File: src/rtl/ahb_grant.sv
// ahb_grant: grant generator for the 5-master AHB arbiter.
// Resolves hbusreq against the ordered priority list, registers a one-hot
// grant, holds it across fixed-length bursts and locked sequences, and
// tracks address-phase ownership on hmaster/hmastlock.
module ahb_grant #(
  parameter int NM = 5
) (
  input  logic             hclk,
  input  logic             hresetn,
  input  logic [NM-1:0]    hbusreq,
  input  logic [NM-1:0]    hlock,
  input  logic [NM*NM-1:0] priout,
  input  logic             hready,
  input  logic [1:0]       htrans,
  input  logic [2:0]       hburst,
  output logic [NM-1:0]    hgrant,
  output logic [2:0]       hmaster,
  output logic             hmastlock
);

  localparam logic [1:0] TR_IDLE   = 2'b00;
  localparam logic [1:0] TR_BUSY   = 2'b01;
  localparam logic [1:0] TR_NONSEQ = 2'b10;
  localparam logic [1:0] TR_SEQ    = 2'b11;

  localparam logic [NM-1:0] DEFAULT_GRANT = {{(NM-1){1'b0}}, 1'b1};

  logic [NM-1:0] hgrant_q,    hgrant_d;
  logic [2:0]    hmaster_q,   hmaster_d;
  logic          hmastlock_q, hmastlock_d;
  logic [3:0]    cnt_q,       cnt_d;

  logic [NM-1:0] field [NM];
  logic [NM-1:0] next_grant;
  logic [2:0]    grant_idx;
  logic          lock_hold;
  logic          burst_hold;
  logic          arb_en;

  // Split the flat list into fields; field[NM-1] is the highest priority.
  generate
    for (genvar gi = 0; gi < NM; gi++) begin : g_field
      assign field[gi] = priout[gi*NM +: NM];
    end
  endgenerate

  // Winner selection: first field (highest first) that hits a request, else M0.
  always_comb begin
    logic found;
    next_grant = DEFAULT_GRANT;
    found      = 1'b0;
    for (int i = NM - 1; i >= 0; i--) begin
      if (!found && (|(field[i] & hbusreq))) begin
        next_grant = field[i];
        found      = 1'b1;
      end
    end
  end

  // Binary index of the current one-hot grant, used for hmaster.
  always_comb begin
    grant_idx = 3'd0;
    for (int i = 0; i < NM; i++) begin
      if (hgrant_q[i]) begin
        grant_idx = 3'(i);
      end
    end
  end

  // Beat counter: loaded on NONSEQ by burst length, counts SEQ beats down,
  // cleared on IDLE (early termination), held on BUSY or while stalled.
  always_comb begin
    cnt_d = cnt_q;
    if (hready) begin
      case (htrans)
        TR_NONSEQ: begin
          case (hburst)
            3'b010, 3'b011: cnt_d = 4'd3;
            3'b100, 3'b101: cnt_d = 4'd7;
            3'b110, 3'b111: cnt_d = 4'd15;
            default:        cnt_d = 4'd0;
          endcase
        end
        TR_SEQ: begin
          if (cnt_q != 4'd0) begin
            cnt_d = cnt_q - 4'd1;
          end
        end
        TR_IDLE: cnt_d = 4'd0;
        TR_BUSY: cnt_d = cnt_q;
        default: cnt_d = cnt_q;
      endcase
    end
  end

  // Hold conditions and next-state for grant and ownership. The last SEQ beat
  // (cnt=1, SEQ) releases the hold so the next owner can start back-to-back.
  always_comb begin
    lock_hold  = |(hlock & hgrant_q);
    burst_hold = (cnt_q > 4'd1)
               || ((cnt_q == 4'd1) && (htrans != TR_SEQ))
               || ((htrans == TR_NONSEQ) && (hburst[2:1] != 2'b00));
    arb_en     = hready && !lock_hold && !burst_hold;

    hgrant_d    = arb_en ? next_grant : hgrant_q;
    hmaster_d   = hready ? grant_idx  : hmaster_q;
    hmastlock_d = hready ? lock_hold  : hmastlock_q;
  end

  // State registers with synchronous active-low reset; reset drops any hold.
  always_ff @(posedge hclk) begin
    if (!hresetn) begin
      hgrant_q    <= DEFAULT_GRANT;
      hmaster_q   <= 3'd0;
      hmastlock_q <= 1'b0;
      cnt_q       <= 4'd0;
    end else begin
      hgrant_q    <= hgrant_d;
      hmaster_q   <= hmaster_d;
      hmastlock_q <= hmastlock_d;
      cnt_q       <= cnt_d;
    end
  end

  assign hgrant    = hgrant_q;
  assign hmaster   = hmaster_q;
  assign hmastlock = hmastlock_q;

endmodule

File: config.mk
export PLATFORM = sky130hd
export DESIGN_NAME = ahb_grant
export DESIGN_NICKNAME = d
export VERILOG_FILES = /design/src/rtl/ahb_grant.sv
export SDC_FILE = /design/constraint.sdc
export NUM_CORES = 1
export LEC_CHECK = 0
export BUFFER_PORTS_ARGS = -buffer_cell sky130_fd_sc_hd__buf_2
export CORE_MARGIN = 5
export CORE_UTILIZATION = 46
export CTS_CLUSTER_SIZE = 30
export DETAILED_ROUTE_END_ITERATION = 10
export PLACE_DENSITY = 0.89
export SYNTH_ARGS = -nofsm -noshare
export SYNTH_HDL_FRONTEND = slang
export SYNTH_SLANG_ARGS = --single-unit
File: constraint.sdc
create_clock -name hclk -period 2.3 [get_ports hclk]
set_input_delay 0.115 -clock hclk [delete_from_list [all_inputs] [get_ports hclk]]
set_output_delay 0.115 -clock hclk [all_outputs]
set_load 0.03 [all_outputs]
# == Word-level counts from Yosys, hierarchy flattened ==
# Index checks and enable logic that the tools add are counted.
# word_totals
regBits,13
inputBits,43
out_inout_bits,9
elab_cells,70
# classes
add_sub_neg,1
n_lt_le_gt_ge,1
n_eq_ne,12
mux,16
bitwise_logic,7
n_reduce_logical,29
# ops
cell,count
5-bit bitwise AND,6
5-bit OR reduction,6
5-bit two-way mux,5
4-bit case mux with 3 select lines,2
"3-bit == test, second input constant",4
3-bit two-way mux,3
1-bit logical AND,8
"3-bit by 2-bit == test with 1-bit output, second input constant",2
1-bit zero test,6
2-bit OR reduction,3
1-bit two-way mux,5
"2-bit == test, second input constant",2
"4-bit by 1-bit == test with 1-bit output, second input constant",1
"4-bit by 1-bit > comparator with 1-bit output, second input constant",1
4-bit two-way mux,1
"2-bit inequality test, second input constant",2
4-bit nonzero test,1
"4-bit by 1-bit subtractor with 4-bit output, second input constant",1
3-bit AND reduction,1
"2-bit by 1-bit == test with 1-bit output, second input constant",1
2-bit zero test,1
1-bit logical OR,2
2-bit nonzero test,1
1-bit NOT,1

# == Logic depth before layout (Yosys ltp) ==
# Gate-level depths: netlist (run 1).
# logic_depth
ltp_word,15
mapped_depth,7
depth_no_buf,7

# == Worst setup path before layout (run 1) ==
# OpenSTA, ideal clock, no wires.
# synth_timing
kind,flip-flop to flip-flop
from,register hgrant_q[1] (netlist: hgrant[1])
to,register hgrant_q[1] (netlist: hgrant[1])
t_arrival_ns,1.627
required_ns,2.181
path_slack_ns,0.555
path_stages_with_launch,6
n_path_buf,0
cell_sequence,dfxtp_1 a222oi_1 nand3_1 nor2_8 nand4_1 o221a_1
# synth_via
elab_chain_len,5
# synth_lines
item,line_no,source
start: declaration,28,"logic [NM-1:0] hgrant_q, hgrant_d;"
start signal: assignment,118,hgrant_q <= hgrant_d;
5-bit bitwise AND,99,lock_hold = |(hlock & hgrant_q);
5-bit OR reduction,99,
1-bit zero test,103,arb_en = hready && !lock_hold && !burst_hold;
1-bit logical AND (2 in a row),103,
# Every way passes these cells.
# A chain may end at the register's enable or synchronous reset.

# == Worst setup path in the final report (run 1) ==
# layout_timing
from,register hgrant_q[1] (netlist: hgrant[1])
to,register hgrant_q[2] (netlist: hgrant[2])
# Same word-level chain as after synthesis.

==> load_flow_metrics.sql, run 1 <==
INSERT INTO impl_metrics (metric_group, metric, value, unit) VALUES
('sta', 'max-slew-margin-rel', '69.9', '%'),
('placed_design', 'hpwl', '2930', 'um'),
('logic_synthesis', 'synth.cell_area', '1070', 'um2'),
('worst_setup_path', 'cp-start-kind', 'flip-flop', ''),
('sta', 'fin_setup_tns', '0', 'ns'),
('worst_setup_path', 'worst-path-max-fanout', '9', ''),
('sta', 'finalMaxSlewViolations', '0', ''),
('finish', 'antenna-diode-count', '0', ''),
('drt', 'remaining_drc_errors', '0', ''),
('clocking', 'worst_skew_pair.late_latency', '0.28', 'ns'),
('logic_synthesis', 'synth_seq_cells', '13', ''),
('sta', 'hold_viol_final', '0', ''),
('sta', 'tightest_slew', '0.450', 'ns'),
('drt', 'detail_route.vias_per_cell', '6.06', ''),
('global_route', 'wire_length_of_the_first_global_routing_pass', '5530', 'um'),
('clocking', 'postCtsHoldBufs', '0', ''),
('finish', 'layout-drive-gt1-share', '33.7', '%'),
('placed_design', 'place_congestion', '1.01', ''),
('clocking', 'cts_setup_buffers', '0', ''),
('pwr', 'p_leak', '0.638', 'nW'),
('worst_setup_path', 'reg2reg_setup_slack', '0.44', 'ns'),
('drt', 'first_pass_iters', '5', ''),
('logic_synthesis', 'number_of_cells_produced_by_synthesis', '132', ''),
('die', 'core_area', '2210', 'um2'),
('global_route', 'grt-ovfl-total', '0', ''),
('placed_design', 'port_buffers', '50', ''),
('drt', 'wl_per_cell', '16.7', 'um'),
('logic_synthesis', 'ys.warnings.count', '0', ''),
('global_route', 'largest_net_degree_at_the_start_of_global_routing', '12', ''),
('sta', 'fin_crit', '1.86', 'ns'),
('placed_design', 'post_dp_cell_area', '1330', 'um2'),
('logic_synthesis', 'ys_dominant_reg_cell', 'sky130_fd_sc_hd__dfxtp_1', ''),
('logic_synthesis', 'synth.avg_cell_area', '8.12', 'um2'),
('worst_setup_path', 'cp-startpoint', 'hgrant[1]', ''),
('run_status', 'outcome', 'completed', ''),
('sta', 'setup_viols_final', '0', ''),
('drt', 'vias', '1267', ''),
('sta', 'finClkSkew', '0.00448', 'ns'),
('clocking', 'tritoncts', 'yes', ''),
('worst_setup_path', 'crit_arrival', '2.03', 'ns'),
('die', 'die_y', '58.3', 'um'),
('die', 'num_rows', '17', ''),
('worst_setup_path', 'crit-reg2reg-capture', 'hgrant[2]', ''),
('logic_synthesis', 'ys_seq_area_share', '24.3', '%'),
('drt', 'first_iter_violations', '51', ''),
('sta', 'fmaxAchievable', '0.538', 'GHz'),
('worst_setup_path', 'cp_slowest_stage_delay', '0.36', 'ns'),
('die', 'die_w', '58.3', 'um'),
('worst_setup_path', 'cp_cell_sequence', 'a222oi_1, nand3_1, nor2_8, nand4_1, o221a_1', ''),
('clocking', 'max-clock-path-buffers', '2', ''),
('finish', 'finish.net_count', '230', ''),
('worst_setup_path', 'cp_top_family', 'simple AND/OR/NAND/NOR gates', ''),
('drt', 'detail-route-antenna-nets', '0', ''),
('global_route', 'grt_pass1_vias', '1272', ''),
('clocking', 'cts.repair.resized', '0', ''),
('worst_setup_path', 'timing.critical_path.to_type', 'flip-flop', ''),
('finish', 'final_common_cell', 'sky130_fd_sc_hd__buf_2', ''),
('clocking', 'cts-buffers-inserted', '3', ''),
('min_path', 'hold_class', 'in2reg', ''),
('worst_setup_path', 'cp_num_cells', '5', ''),
('die', 'num_io_pins', '52', ''),
('min_path', 'whs_path_depth', '2', ''),
('drt', 'postRouteWirelength', '3490', 'um'),
('global_route', 'global_route.usage.total', '21.2', '%'),
('global_route', 'grt_antenna_before_repair', '0', ''),
('finish', 'nFillCells', '219', ''),
('logic_synthesis', 'synth_edf_count', '0', ''),
('clocking', 'htree_levels', '1', ''),
('worst_setup_path', 'path_buf_inv', '0', ''),
('worst_setup_path', 'setup.worst_path.end', 'hgrant[2]', ''),
('clocking', 'cts.reportedPaths.clkPinSlew', '0.08', 'ns');
[metal layers]
layer	GRT usage, %	vias up	share of wire [%]
met5	0	-	0
met3	3.56	7	10
li1	-	616	-
met1	24.7	576	38
met2	38.4	68	50
met4	7.28	0	1.8
[state kept, by name, indices dropped and copies added (netlist names)]
signal     count
hmastlock      1
hgrant         5
cnt_q          4
hmaster        3
[worst min-delay path by stage]
stage,to,from,slack [ns]
2_1_floorplan,hgrant[4],priout[4],0.29
3_3_place_gp,hgrant[4],priout[4],0.40
3_5_place_dp,hgrant[3],priout[3],0.41
4_1_cts,hgrant[3],priout[3],0.12
5_1_grt,hgrant[3],priout[3],0.12
6_report,hgrant[3],priout[3],0.12
[report_power, final]
| part | internal, mW | switching (mW) | total, mW |
|---|---|---|---|
| Clock | 0.0674 | 0.0780 | 0.145 |
| Combinational | 0.0990 | 0.138 | 0.237 |
| Sequential | 0.239 | 0.0155 | 0.255 |
| Total | 0.406 | 0.231 | 0.637 |
[metrics by stage]
stage / setup slack (ns) / cells / hold slack (ns) / util [%] / power, mW
final: 0.442 / 209 / 0.125 / 61.4 / 0.637
after global routing: 0.301 / 209 / 0.121 / 61.4 / 0.673
after CTS: 0.434 / 209 / 0.118 / 61.4 / 0.637
after detailed placement: 0.458 / 205 / 0.409 / 60.2 / 0.495
after global placement: 0.548 / 205 / 0.395 / 60.2 / 0.483
after floorplan: 0.555 / 132 / 0.289 / - / 0.410
[synth_stat cells, types with 2 or more instances]
cell type | number | share of area (%)
sky130_fd_sc_hd__and2_1 | 3 | 1.8
sky130_fd_sc_hd__nor2b_1 | 2 | 1.2
sky130_fd_sc_hd__nor2_1 | 16 | 5.6
sky130_fd_sc_hd__ha_1 | 5 | 5.8
sky130_fd_sc_hd__a21oi_1 | 11 | 5.1
sky130_fd_sc_hd__nand2_2 | 2 | 1.2
sky130_fd_sc_hd__o211a_1 | 4 | 3.7
sky130_fd_sc_hd__nand2_1 | 7 | 2.5
sky130_fd_sc_hd__o21ai_0 | 3 | 1.4
sky130_fd_sc_hd__o21ai_1 | 3 | 1.4
sky130_fd_sc_hd__buf_2 | 2 | 0.93
sky130_fd_sc_hd__inv_1 | 7 | 2.5
sky130_fd_sc_hd__clkbuf_1 | 2 | 0.70
sky130_fd_sc_hd__o21a_1 | 4 | 2.8
sky130_fd_sc_hd__a22oi_1 | 6 | 4.2
sky130_fd_sc_hd__nor3b_1 | 2 | 1.4
sky130_fd_sc_hd__dfxtp_1 | 13 | 24
sky130_fd_sc_hd__o211ai_1 | 2 | 1.4
sky130_fd_sc_hd__nand3_1 | 6 | 2.8
sky130_fd_sc_hd__nor3_1 | 2 | 0.93
sky130_fd_sc_hd__a222oi_1 | 6 | 5.6
sky130_fd_sc_hd__o221a_1 | 4 | 4.2
sky130_fd_sc_hd__o32ai_1 | 2 | 1.6
sky130_fd_sc_hd__mux2i_1 | 3 | 2.8
sky130_fd_sc_hd__o221ai_1 | 3 | 2.5
[final cells by class]
cell class	instances	area, um2	share of cell area [%]
flip-flops and latches	13	260	19.2
repair buffers	50	250	18.4
well taps	28	35.0	2.58
inverters	7	26.3	1.93
clock buffers	4	26.3	1.93
multi-input cells	107	761	56.0
[cell families after synthesis]
group / Yosys count / synth area share, %
AND/OR/NAND/NOR: 46 / 23.5
adder cells (fa/ha/maj): 5 / 5.83
flip-flops: 13 / 24.3
XOR/XNOR: 1 / 0.817
AO/OA/AOI/OAI: 51 / 37.0
multiplexers: 4 / 3.85
buffers and inverters: 12 / 4.79
(Power assumes the default switching activity.)
==> run 2: changes to the inputs <==
- clock period: 2.3 -> 1.8 ns (I/O delays scaled with it)
==> run 2 against run 1 <==
Effect of this change:
- setup slack got worse by 0.33 ns
- first-iteration DRC count rose by 25%
- total power rose by 32%
- global-route usage fell by 0.59 points
- combinational power rose by 44%
==> load_flow_metrics.sql, run 2 (synthesized netlist as in run 1, its figures left out) <==
INSERT INTO impl_metrics (metric_group, metric, value, unit) VALUES
('min_path', 'timing.hold.worst.start', 'priout[4]', ''),
('drt', 'detail_route.vias_per_cell', '6.00', ''),
('placed_design', 'post_dp_cell_area', '1370', 'um2'),
('worst_setup_path', 'reg2reg_setup_slack', '0.11', 'ns'),
('drt', 'remaining_drc_errors', '0', ''),
('min_path', 'hold_class', 'in2reg', ''),
('global_route', 'grt_pass1_vias', '1314', ''),
('clocking', 'max-clock-path-buffers', '2', ''),
('run_status', 'outcome', 'completed', ''),
('placed_design', 'hpwl', '2930', 'um'),
('global_route', 'grt_antenna_before_repair', '0', ''),
('finish', 'layout-drive-gt1-share', '39.2', '%'),
('global_route', 'global_route.usage.total', '20.6', '%'),
('worst_setup_path', 'setup.worst_path.end', 'hgrant[2]', ''),
('die', 'num_rows', '17', ''),
('clocking', 'htree_levels', '1', ''),
('global_route', 'wire_length_of_the_first_global_routing_pass', '5500', 'um'),
('finish', 'finish.net_count', '238', ''),
('worst_setup_path', 'cp_cell_sequence', 'inv_1, ha_2, mux2_4, nand3_4, nor2_8, buf_4, o21a_1, o221a_1', ''),
('finish', 'finish.cell_count_without_fillers', '217', ''),
('clocking', 'worst_skew_pair.late_latency', '0.27', 'ns'),
('die', 'die_y', '58.3', 'um'),
('sta', 'max-slew-margin-rel', '72.3', '%'),
('drt', 'first_iter_violations', '64', ''),
('sta', 'finClkSkew', '0.00942', 'ns'),
('pwr', 'p_leak', '0.689', 'nW'),
('clocking', 'cts_num_sinks', '13', ''),
('worst_setup_path', 'cp-start-kind', 'flip-flop', ''),
('clocking', 'cts-buffers-inserted', '3', ''),
('pwr', 'power.density', '580', 'nW/um2'),
('global_route', 'largest_net_degree_at_the_start_of_global_routing', '12', ''),
('placed_design', 'port_buffers', '50', ''),
('sta', 'final.period_utilization', '94.0', '%'),
('placed_design', 'post-place-cells', '210', ''),
('finish', 'mostFrequentLayoutCells', 'sky130_fd_sc_hd__buf_2, sky130_fd_sc_hd__nor2_1, sky130_fd_sc_hd__a21oi_1, sky130_fd_sc_hd__dfxtp_1, sky130_fd_sc_hd__buf_4', ''),
('worst_setup_path', 'cpMaxStageDelayCell', 'sky130_fd_sc_hd__dfxtp_1', ''),
('sta', 'setup_viols_final', '0', ''),
('die', 'core_area', '2210', 'um2'),
('worst_setup_path', 'worst-path-max-fanout', '6', ''),
('die', 'floorplan.initialDensity', '48.5', '%'),
('sta', 'fin_crit', '1.69', 'ns'),
('sta', 'hold_slack', '0.109', 'ns'),
('clocking', 'cts.reportedPaths.clkPinSlew', '0.08', 'ns'),
('sta', 'hold_viol_final', '0', ''),
('worst_setup_path', 'reg2reg_from', 'cnt_q[0]', ''),
('worst_setup_path', 'cp-startpoint', 'cnt_q[0]', ''),
('worst_setup_path', 'timing.critical_path.to_type', 'flip-flop', ''),
('drt', 'wl_per_cell', '16.2', 'um'),
('placed_design', 'place_congestion', '0.998', ''),
('job', 'cap_violations', '0', ''),
('drt', 'detail-route-antenna-nets', '0', ''),
('clocking', 'tritoncts', 'yes', ''),
('pwr', 'post-layout-total-power', '838', 'uW'),
('finish', 'area_growth_from_synthesis_to_layout', '34.8', '%'),
('finish', 'largest_reg_flops', '5', ''),
('pwr', 'max-vdd-ir-drop', '0.366', 'mV'),
('clocking', 'postCtsHoldBufs', '0', ''),
('sta', 'rsz_0062_raised_after_global_routing', 'true', ''),
('finish', 'non_filler_cell_area_final', '1450', 'um2'),
('global_route', 'grt-ovfl-total', '0', ''),
('die', 'die_w', '58.3', 'um'),
('worst_setup_path', 'crit_arrival', '1.85', 'ns'),
('drt', 'vias', '1303', ''),
('worst_setup_path', 'cp_slowest_stage_delay', '0.41', 'ns'),
('finish', 'final_common_cell', 'sky130_fd_sc_hd__buf_2', ''),
('sta', 'finalMaxSlewViolations', '0', ''),
('worst_setup_path', 'worst_r2r_path_depth', '8', ''),
('die', 'num_io_pins', '52', ''),
('drt', 'first_pass_iters', '4', ''),
('clocking', 'cts_root_buf', 'sky130_fd_sc_hd__clkbuf_4', ''),
('worst_setup_path', 'setup.worst_path.class', 'reg2reg', ''),
('sta', 'tightest_slew', '0.415', 'ns'),
('die', 'die-area', '3400', 'um2'),
('finish', 'nFillCells', '201', ''),
('worst_setup_path', 'crit-reg2reg-capture', 'hgrant[2]', ''),
('sta', 'fmaxAchievable', '0.591', 'GHz'),
('finish', 'antenna-diode-count', '0', ''),
('worst_setup_path', 'worst_ep_required_time', '1.96', 'ns'),
('drt', 'postRouteWirelength', '3510', 'um');
==> run 2: changes by cell type in the layout (fill, tap and decap cells not counted), sizes merged <==
cell  delta
buf      +8
==> run 2: critical path: cells and delay by family (launching register included) <==
family	cells	cell delay, ns
mux	1	0.29
simple gates	2	0.18
compound gates	2	0.29
fa+ha+maj	1	0.21
buf+inv	2	0.21
flops	1	0.41
==> run 2: area by class of cell <==
| type | instances | area, um2 | share of cell area, % |
|---|---|---|---|
| repair buffers | 58 | 310 | 21.5 |
| flip-flops and latches | 13 | 263 | 18.2 |
| well taps | 28 | 35.0 | 2.42 |
| clock buffers | 4 | 26.3 | 1.82 |
| inverters | 7 | 26.3 | 1.82 |
| multi-input cells | 107 | 785 | 54.3 |
==> run 2: per-layer routing <==
layer / vias to the layer above / global-route usage, % / share of wire [%]
met5: - / 0 / 0
met4: 0 / 10.3 / 1.1
met3: 6 / 4.90 / 10
met2: 72 / 34.1 / 48
met1: 589 / 24.5 / 41
li1: 636 / - / -
==> run 2: power breakdown <==
part	internal [mW]	total (mW)	switching (mW)	leakage [nW]
Clock	0.0859	0.175	0.0886	0.0150
Sequential	0.307	0.322	0.0148	0.106
Combinational	0.150	0.342	0.192	0.568
Total	0.543	0.838	0.296	0.689
==> run 2: per-stage QoR <==
| step | util, % | setup TNS [ns] | setup slack [ns] |
|---|---|---|---|
| after floorplan | - | 0 | 0.0548 |
| after global placement | 61.9 | 0 | 0.0639 |
| after detailed placement | 61.9 | -0.0944 | -0.0411 |
| after CTS | 63.3 | 0 | 0.0214 |
| after global routing | 65.3 | -0.00230 | -0.00230 |
| final | 65.3 | 0 | 0.108 |
==> run 2: what timing repair did <==
| item | 4_1_cts | 5_1_grt |
|---|---|---|
| setup endpoints to repair | 4 | 8 |
| setup buffers | 0 | 3 |
| pin swaps | 0 | 4 |
| resized for setup | 1 | 6 |
==> run 2: worst min-delay path by stage <==
stage | to | slack (ns) | depth (start not counted)
6_report | hgrant[4] | 0.11 | 2
5_1_grt | hgrant[3] | 0.1 | 2
4_1_cts | hgrant[4] | 0.1 | 2
3_5_place_dp | hgrant[4] | 0.38 | 2
3_3_place_gp | hgrant[4] | 0.38 | 2
2_1_floorplan | hgrant[4] | 0.26 | 1
